`config.mk`:
```
export PLATFORM = sky130hd
export DESIGN_NAME = spi_slave_fabric
export DESIGN_NICKNAME = d
export VERILOG_FILES = /design/src/rtl/spi_slave_fabric.sv
export SDC_FILE = /design/constraint.sdc
export NUM_CORES = 1
export LEC_CHECK = 0
export BUFFER_PORTS_ARGS = -buffer_cell sky130_fd_sc_hd__buf_2
export CAP_MARGIN = 20
export CORE_UTILIZATION = 45
export DETAILED_ROUTE_END_ITERATION = 6
export SYNTH_ARGS = -nofsm -noshare
export SYNTH_HDL_FRONTEND = slang
export SYNTH_SLANG_ARGS = --single-unit
```
`constraint.sdc`:
```
create_clock -name FAB_CCC_GL0 -period 1.78 [get_ports FAB_CCC_GL0]
set_clock_uncertainty 0.1 [all_clocks]
set_input_delay 0.178 -clock FAB_CCC_GL0 [delete_from_list [all_inputs] [get_ports FAB_CCC_GL0]]
set_output_delay 0.178 -clock FAB_CCC_GL0 [all_outputs]
set_load 0.01 [all_outputs]
```
`src/rtl/spi_slave_fabric.sv`:
```
// Mode-0, MSB-first SPI slave oversampled in the fabric clock domain, with a
// one-word TX holding register and valid/ready word interfaces to firmware.
module spi_slave_fabric #(
  parameter int unsigned DATA_WIDTH = 8,
  parameter logic [DATA_WIDTH-1:0] TX_DEFAULT = {DATA_WIDTH{1'b0}}
) (
  input  logic                  FAB_CCC_GL0,
  input  logic                  FAB_RESET_N,
  input  logic                  s_sck,
  input  logic                  s_ss,
  input  logic                  s_mosi,
  output logic                  s_miso,
  output logic                  s_miso_oe,
  input  logic [DATA_WIDTH-1:0] tx_data,
  input  logic                  tx_valid,
  output logic                  tx_ready,
  output logic [DATA_WIDTH-1:0] rx_data,
  output logic                  rx_valid,
  output logic                  tx_underrun,
  output logic                  frame_abort,
  output logic                  busy
);

  localparam int unsigned CNT_W = $clog2(DATA_WIDTH);
  localparam logic [CNT_W-1:0] LAST_BIT = CNT_W'(DATA_WIDTH - 1);
  localparam logic [CNT_W-1:0] CNT_ONE = CNT_W'(1);

  typedef enum logic [0:0] {
    ST_IDLE   = 1'b0,
    ST_ACTIVE = 1'b1
  } state_t;

  state_t state_r, state_next_s;

  logic sck_meta_r, sck_sync_r, sck_d_r, sck_rise_r, sck_fall_r;
  logic ss_meta_r, ss_sync_r, ss_d_r, ss_rise_r, ss_fall_r;
  logic mosi_meta_r, mosi_sync_r;

  logic                  hold_full_r;
  logic [DATA_WIDTH-1:0] hold_data_r;
  logic [DATA_WIDTH-1:0] tx_shift_r;
  logic [DATA_WIDTH-1:0] rx_shift_r;
  logic [DATA_WIDTH-1:0] rx_data_r;
  logic [CNT_W-1:0]      bit_cnt_r;
  logic                  word_done_r;
  logic                  underrun_pend_r;
  logic                  miso_r, miso_oe_r, rx_valid_r, tx_underrun_r, frame_abort_r, busy_r;

  logic                  load_s, shift_s, sample_s, capture_s, abort_s, end_s;
  logic                  tx_accept_s;
  logic [DATA_WIDTH-1:0] load_word_s;
  logic [DATA_WIDTH-1:0] rx_word_s;

  assign tx_accept_s = tx_valid & ~hold_full_r;
  assign load_word_s = hold_full_r ? hold_data_r : TX_DEFAULT;
  assign rx_word_s   = {rx_shift_r[DATA_WIDTH-2:0], mosi_sync_r};

  // Two-flop synchronizers plus a delay stage and registered edge pulses
  always_ff @(posedge FAB_CCC_GL0 or negedge FAB_RESET_N) begin
    if (!FAB_RESET_N) begin
      sck_meta_r  <= 1'b1;
      sck_sync_r  <= 1'b1;
      sck_d_r     <= 1'b1;
      sck_rise_r  <= 1'b0;
      sck_fall_r  <= 1'b0;
      ss_meta_r   <= 1'b1;
      ss_sync_r   <= 1'b1;
      ss_d_r      <= 1'b1;
      ss_rise_r   <= 1'b0;
      ss_fall_r   <= 1'b0;
      mosi_meta_r <= 1'b1;
      mosi_sync_r <= 1'b1;
    end else begin
      sck_meta_r  <= s_sck;
      sck_sync_r  <= sck_meta_r;
      sck_d_r     <= sck_sync_r;
      sck_rise_r  <= sck_sync_r & ~sck_d_r;
      sck_fall_r  <= ~sck_sync_r & sck_d_r;
      ss_meta_r   <= s_ss;
      ss_sync_r   <= ss_meta_r;
      ss_d_r      <= ss_sync_r;
      ss_rise_r   <= ss_sync_r & ~ss_d_r;
      ss_fall_r   <= ~ss_sync_r & ss_d_r;
      mosi_meta_r <= s_mosi;
      mosi_sync_r <= mosi_meta_r;
    end
  end

  // FSM state register
  always_ff @(posedge FAB_CCC_GL0 or negedge FAB_RESET_N) begin
    if (!FAB_RESET_N) begin
      state_r <= ST_IDLE;
    end else begin
      state_r <= state_next_s;
    end
  end

  // Next-state and per-cycle control strobes; ss edges win over sck edges
  always_comb begin
    state_next_s = state_r;
    load_s       = 1'b0;
    shift_s      = 1'b0;
    sample_s     = 1'b0;
    capture_s    = 1'b0;
    abort_s      = 1'b0;
    end_s        = 1'b0;
    case (state_r)
      ST_IDLE: begin
        if (ss_fall_r) begin
          state_next_s = ST_ACTIVE;
          load_s       = 1'b1;
        end else begin
          state_next_s = ST_IDLE;
        end
      end
      ST_ACTIVE: begin
        if (ss_rise_r) begin
          state_next_s = ST_IDLE;
          end_s        = 1'b1;
          abort_s      = (bit_cnt_r != {CNT_W{1'b0}});
        end else if (sck_rise_r) begin
          sample_s  = 1'b1;
          capture_s = (bit_cnt_r == LAST_BIT);
        end else if (sck_fall_r) begin
          if (word_done_r) begin
            load_s = 1'b1;
          end else begin
            shift_s = 1'b1;
          end
        end else begin
          state_next_s = ST_ACTIVE;
        end
      end
      default: begin
        state_next_s = ST_IDLE;
      end
    endcase
  end

  // One-word TX holding register; a load and an accept are never concurrent while full
  always_ff @(posedge FAB_CCC_GL0 or negedge FAB_RESET_N) begin
    if (!FAB_RESET_N) begin
      hold_full_r <= 1'b0;
      hold_data_r <= {DATA_WIDTH{1'b0}};
    end else if (tx_accept_s) begin
      hold_full_r <= 1'b1;
      hold_data_r <= tx_data;
    end else if (load_s) begin
      hold_full_r <= 1'b0;
    end
  end

  // Shift registers, bit counter and word boundary bookkeeping
  always_ff @(posedge FAB_CCC_GL0 or negedge FAB_RESET_N) begin
    if (!FAB_RESET_N) begin
      tx_shift_r  <= {DATA_WIDTH{1'b0}};
      rx_shift_r  <= {DATA_WIDTH{1'b0}};
      rx_data_r   <= {DATA_WIDTH{1'b0}};
      bit_cnt_r   <= {CNT_W{1'b0}};
      word_done_r <= 1'b0;
    end else begin
      if (load_s) begin
        tx_shift_r <= load_word_s;
      end else if (shift_s) begin
        tx_shift_r <= {tx_shift_r[DATA_WIDTH-2:0], 1'b0};
      end
      if (sample_s) begin
        rx_shift_r <= rx_word_s;
      end
      if (capture_s) begin
        rx_data_r <= rx_word_s;
      end
      if (end_s || capture_s) begin
        bit_cnt_r <= {CNT_W{1'b0}};
      end else if (sample_s) begin
        bit_cnt_r <= bit_cnt_r + CNT_ONE;
      end
      if (end_s) begin
        word_done_r <= 1'b0;
      end else if (capture_s) begin
        word_done_r <= 1'b1;
      end else if (load_s) begin
        word_done_r <= 1'b0;
      end
    end
  end

  // A default word loaded at a boundary is only reported once the master clocks it;
  // the trailing reload after the last word of a frame is never reported.
  always_ff @(posedge FAB_CCC_GL0 or negedge FAB_RESET_N) begin
    if (!FAB_RESET_N) begin
      underrun_pend_r <= 1'b0;
    end else if (end_s) begin
      underrun_pend_r <= 1'b0;
    end else if (load_s && (state_r == ST_ACTIVE)) begin
      underrun_pend_r <= ~hold_full_r;
    end else if (sample_s) begin
      underrun_pend_r <= 1'b0;
    end
  end

  // Registered pad and status outputs
  always_ff @(posedge FAB_CCC_GL0 or negedge FAB_RESET_N) begin
    if (!FAB_RESET_N) begin
      miso_r        <= 1'b1;
      miso_oe_r     <= 1'b0;
      rx_valid_r    <= 1'b0;
      tx_underrun_r <= 1'b0;
      frame_abort_r <= 1'b0;
      busy_r        <= 1'b0;
    end else begin
      if (end_s) begin
        miso_r <= 1'b1;
      end else if (load_s) begin
        miso_r <= load_word_s[DATA_WIDTH-1];
      end else if (shift_s) begin
        miso_r <= tx_shift_r[DATA_WIDTH-2];
      end
      miso_oe_r     <= (state_next_s == ST_ACTIVE);
      busy_r        <= (state_next_s == ST_ACTIVE);
      rx_valid_r    <= capture_s;
      frame_abort_r <= abort_s;
      tx_underrun_r <= (load_s & ~hold_full_r & (state_r == ST_IDLE)) |
                       (sample_s & underrun_pend_r);
    end
  end

  assign s_miso      = miso_r;
  assign s_miso_oe   = miso_oe_r;
  assign tx_ready    = ~hold_full_r;
  assign rx_data     = rx_data_r;
  assign rx_valid    = rx_valid_r;
  assign tx_underrun = tx_underrun_r;
  assign frame_abort = frame_abort_r;
  assign busy        = busy_r;

endmodule

```
## Word level (Yosys, flattened, before mapping)

Cells that the tools add are included.

| word-level totals | value |
|---|---|
| bits in registers | 53 |
| input port bits | 14 |
| output and inout port bits | 15 |
| logic and storage cells | 89 |

| cells by class | value |
|---|---|
| $add $sub $neg | 1 |
| equal/unequal tests | 1 |
| mux-type cells | 38 |
| bitwise gates (word level) | 15 |
| reduce and logical (&&, ||, !) cells | 9 |

Operator list:

| cell | count |
|---|---|
| 1-bit 2-to-1 mux | 31 |
| 7-bit 2-to-1 mux | 2 |
| 3-bit nonzero test | 4 |
| 1-bit AND | 8 |
| 8-bit 2-to-1 mux | 1 |
| 3-bit 2-to-1 mux | 2 |
| 1-bit NOT | 6 |
| 2-bit nonzero test | 3 |
| 1-bit case mux with 2 select lines | 2 |
| 3-bit by 1-bit adder with 3-bit output (second input constant) | 1 |
| 3-bit equality test (second input constant) | 1 |
| 1-bit logical AND | 1 |
| 1-bit logical OR | 1 |
| 1-bit bitwise OR | 1 |

## Logic depth before layout (Yosys ltp)

| depth | value |
|---|---|
| depth in word-level cells | 8 |
| mapped depth | 5 |

## Least setup slack after synthesis

OpenSTA, ideal clock, no wires.

| path | value |
|---|---|
| kind | reg-to-reg |
| start point | reg bit_cnt_r[0] |
| end point | reg rx_data_r[0] (netlist: rx_data[0]) |
| setup time | 0.125 ns |
| data arrival time | 1.277 ns |
| data required time | 1.555 ns |
| path slack | 0.278 ns |
| stages on the path, launching flop included | 5 |
| clock period less this slack | 1.502 ns |
| path through | dfrtp_1 ha_1 ha_1 nand4b_4 mux2_2 |

| on the way | value |
|---|---|
| word-level cells in the longest chain between the ends | 4 |

RTL lines:

| item | RTL line | source |
|---|---|---|
| from (decl) | 44 | `logic [CNT_W-1:0] bit_cnt_r;` |
| from (signal assigned) | 159 | `bit_cnt_r <= {CNT_W{1'b0}};` |
| from (signal assigned) | 174 | `bit_cnt_r <= {CNT_W{1'b0}};` |
| from (signal assigned) | 176 | `bit_cnt_r <= bit_cnt_r + CNT_ONE;` |
| 3-bit equality test | 123 | `capture_s = (bit_cnt_r == LAST_BIT);` |
| 1-bit 2-to-1 mux | 121 | `end else if (sck_rise_r) begin` |
| 1-bit 2-to-1 mux | 117 | `if (ss_rise_r) begin` |
| 1-bit 2-to-1 mux | 107 | `case (state_r)` |
| to (signal assigned) | 158 | `rx_data_r <= {DATA_WIDTH{1'b0}};` |
| to (signal assigned) | 171 | `rx_data_r <= rx_word_s;` |
| to (decl) | 43 | `logic [DATA_WIDTH-1:0] rx_data_r;` |

Every way passes these cells.
A chain may end at the register's enable or synchronous reset.

## Worst setup path in the final report

| path | value |
|---|---|
| start point | reg bit_cnt_r[0] |
| end point | reg rx_data_r[1] (netlist: rx_data[1]) |

Same word-level chain as after synthesis.

==> results.sh <==
export IMPL_power_density_mw_per_mm2=1270
export IMPL_vias_per_cell=5.49
export IMPL_critPathCaptureType="register"
export IMPL_hpwl_mm=2.64
export IMPL_maxCapViolCount=0
export IMPL_seq_area_frac_synth_pct=62.8
export IMPL_regToRegSetupSlack_ps=180
export IMPL_syn_nets=168
export IMPL_grt_max_degree=31
export IMPL_fp_dieW_um=70.8
export IMPL_initial_core_util_pct=47.9
export IMPL_r2r_cells=4
export IMPL_yosysWarningCount=0
export IMPL_ctsHoldBuffers=7
export IMPL_dr_wl_met2_mm=1.89
export IMPL_worst_slew_pin_slew_ps=566
export IMPL_wl_per_cell_um=15.3
export IMPL_hold_start="tx_data[2]"
export IMPL_vias=1351
export IMPL_die_area_mm2=0.00501
export IMPL_finalNetCount=210
export IMPL_h_tree_depth=2
export IMPL_drive_above_1_share_pct=40.2
export IMPL_slowest_delay_ps=410
export IMPL_path_delay_family="adder cells"
export IMPL_io_buffers=28
export IMPL_clkLatencyLatePin_ps=300
export IMPL_crit_path_start_kind="register"
export IMPL_whs_ps=24.4
export IMPL_timing_setup_tns_ps=0
export IMPL_grt_total_usage_pct=16.7
export IMPL_grt_pass1_wl_mm=6.41
export IMPL_clkSinkCount=53
export IMPL_gr_total_overflow=0
export IMPL_synth_ff_type="dfrtp_1"
export IMPL_cts_tree="done"
export IMPL_worst_setup_path_type="reg -> reg"
export IMPL_postRouteAntennaNets=0
export IMPL_netlist_area_mm2=0.00213
export IMPL_fin_crit_ps=1600
export IMPL_drc_errors=0
export IMPL_die_y_um=70.8
export IMPL_cpMostUsedCell="ha_1"
export IMPL_crit_buf_inv=0
export IMPL_fin_crit_sh_pct=89.9
export IMPL_yosys_top_cells_area="dfrtp_1, mux2_2, dfstp_2"
export IMPL_numCtsBuffers=5
export IMPL_crit_slowest_cell="dfrtp_1"
export IMPL_arrival_ps=1700
export IMPL_clock_path_buffers=2
export IMPL_path_cells="ha_1 > ha_1 > nand4b_4 > mux2_2"
export IMPL_yosys_area_top_type="dfrtp_1"
export IMPL_cts_resized=0
export IMPL_synth_cells=151
export IMPL_slew_violations=0
export IMPL_place_gp_congestion=0.820
export IMPL_rsz0062_at_grt="no"
export IMPL_p_leak_uw=0.00124
export IMPL_grt_antenna_before_repair=0
export IMPL_antenna_cells=0
export IMPL_fmax_mhz=625
export IMPL_root_buffer="clkbuf_8"
export IMPL_required_ps=1870
export IMPL_topRoutingLayerUsed="met4"
export IMPL_finalPower_uw=3180
export IMPL_hold_class="in -> reg"
export IMPL_synth_seq_cells=53
export IMPL_met3_length_um=177
export IMPL_drtIter0Drc=90
export IMPL_setup_violations=0
export IMPL_ir_drop_mv=0.690
export IMPL_hold_viol_final=0
export IMPL_synth_distinct_cells=31
export IMPL_worstPathMaxFanout=9
export IMPL_hold_depth=2
export IMPL_coreArea_mm2=0.00444
export IMPL_reg2reg_from="bit_cnt_r[0]$_DFFE_PN0P_"
export IMPL_avgSynthCellArea_um2=14.1
export IMPL_status="complete, no violations"
export IMPL_synth_enable_flop_cells=0
export IMPL_async_flop_share_pct=100
export IMPL_first_global_vias=1418
export IMPL_synthToLayoutAreaGrowth_pct=17.8
export IMPL_routed_wl_mm=3.77
export IMPL_post_cts_buffers=0
export IMPL_synth_top_area_share_pct=51.7
export IMPL_rows=24
export IMPL_r2r_end="rx_data[1]$_DFFE_PN0P_"
export IMPL_firstDrtPassIters=6
export IMPL_clk_pin_slew_worst_paths_ps=90
export IMPL_wirelength_met1_mm=1.65
export IMPL_holdPathEnd="hold_data_r[2]$_DFFE_PN0P_"
export IMPL_slew_headroom_pct=62.3
export IMPL_io_pins=29
cells in the mapped netlist, types with 2 or more instances:
library cell and instances:
a31oi_1 3, dfstp_2 9, a21oi_1 2, buf_2 5, mux2_2 22, a221o_1 6, nor2b_1 11, ha_1 3
nand2_1 3, dfrtp_1 44, inv_1 7, a31o_2 2, o21ai_0 3, buf_4 2, o22ai_1 5, and3_1 7
o211ai_1 2, buf_6 2
layout by cell type (no fill, tap or decap), drive strengths merged, types with 6 or more instances in the layout:
cell	instances
a221o	6
and3	7
buf	35
clkbuf	7
dfrtp	44
dfstp	9
dlygate4sd3	9
inv	7
mux2	23
nor2b	11
per-stage QoR:
| stage | util [%] | setup WS (ps) | std cells | cell area [um^2] |
|---|---|---|---|---|
| final | 56.4 | 179 | 246 | 2510 |
| after global routing | 56.4 | 92.5 | 246 | 2510 |
| after CTS | 56.0 | 172 | 244 | 2490 |
| after detailed placement | 52.6 | 181 | 229 | 2340 |
| after global placement | 52.6 | 228 | 229 | 2340 |
| after floorplan | - | 278 | 151 | 2130 |
worst reg2reg max path: stages (launching register included):
cell	delay [ps]
dfrtp_1	410
ha_1	210
ha_1	230
nand4b_4	190
mux2_2	360
layout make-up:
type                       instances  area [um^2]
multi-input combinational         82          703
clock buffer                       7         76.3
clock inverter                     1         5.00
tap                               52         65.1
fill                             368         1940
inverter                           7         26.3
timing repair buffer              44          295
sequential                        53         1340
power breakdown:
part           switching, uW  internal, uW  total [uW]
combinational            335           429         763
sequential               233          1550        1780
clock                    358           276         634
worst max path at each step:
stage                                end                     start  slack, ps  cells after the start
6_report          rx_data[1]$_DFFE_PN0P_  bit_cnt_r[0]$_DFFE_PN0P_        180                      4
3_5_place_dp      rx_data[3]$_DFFE_PN0P_  bit_cnt_r[0]$_DFFE_PN0P_        180                      4
5_1_grt        tx_shift_r[3]$_DFFE_PN0P_       ss_rise_r$_DFF_PN0_         90                      3
3_3_place_gp      rx_data[3]$_DFFE_PN0P_  bit_cnt_r[0]$_DFFE_PN0P_        230                      4
2_1_floorplan     rx_data[0]$_DFFE_PN0P_  bit_cnt_r[0]$_DFFE_PN0P_        280                      4
4_1_cts           rx_data[1]$_DFFE_PN0P_  bit_cnt_r[0]$_DFFE_PN0P_        170                      4
sequential cells by signal, summed over array words and instances, names as in the netlist, 3 cells and up:
| signal | count |
|---|---|
| hold_data_r | 8 |
| tx_shift_r | 7 |
| rx_data | 8 |
| rx_shift_r | 7 |
| bit_cnt_r | 3 |
logic make-up after synthesis:
logic type | count (synthesis) | synth area share [%]
AOI/OAI and AO/OA | 26 | 9.11
adders and majority gates | 3 | 1.76
buffers and inverters | 16 | 4.17
muxes | 23 | 12.2
and+or+nand+nor | 30 | 9.99
DFF | 53 | 62.8
layer usage:
metal	vias up	global-route usage, %
met5	-	0
met4	0	5.56
met3	7	5.13
met2	42	28.5
met1	680	20.3
li1	622	-
Power figures use the tool's default switching activity.
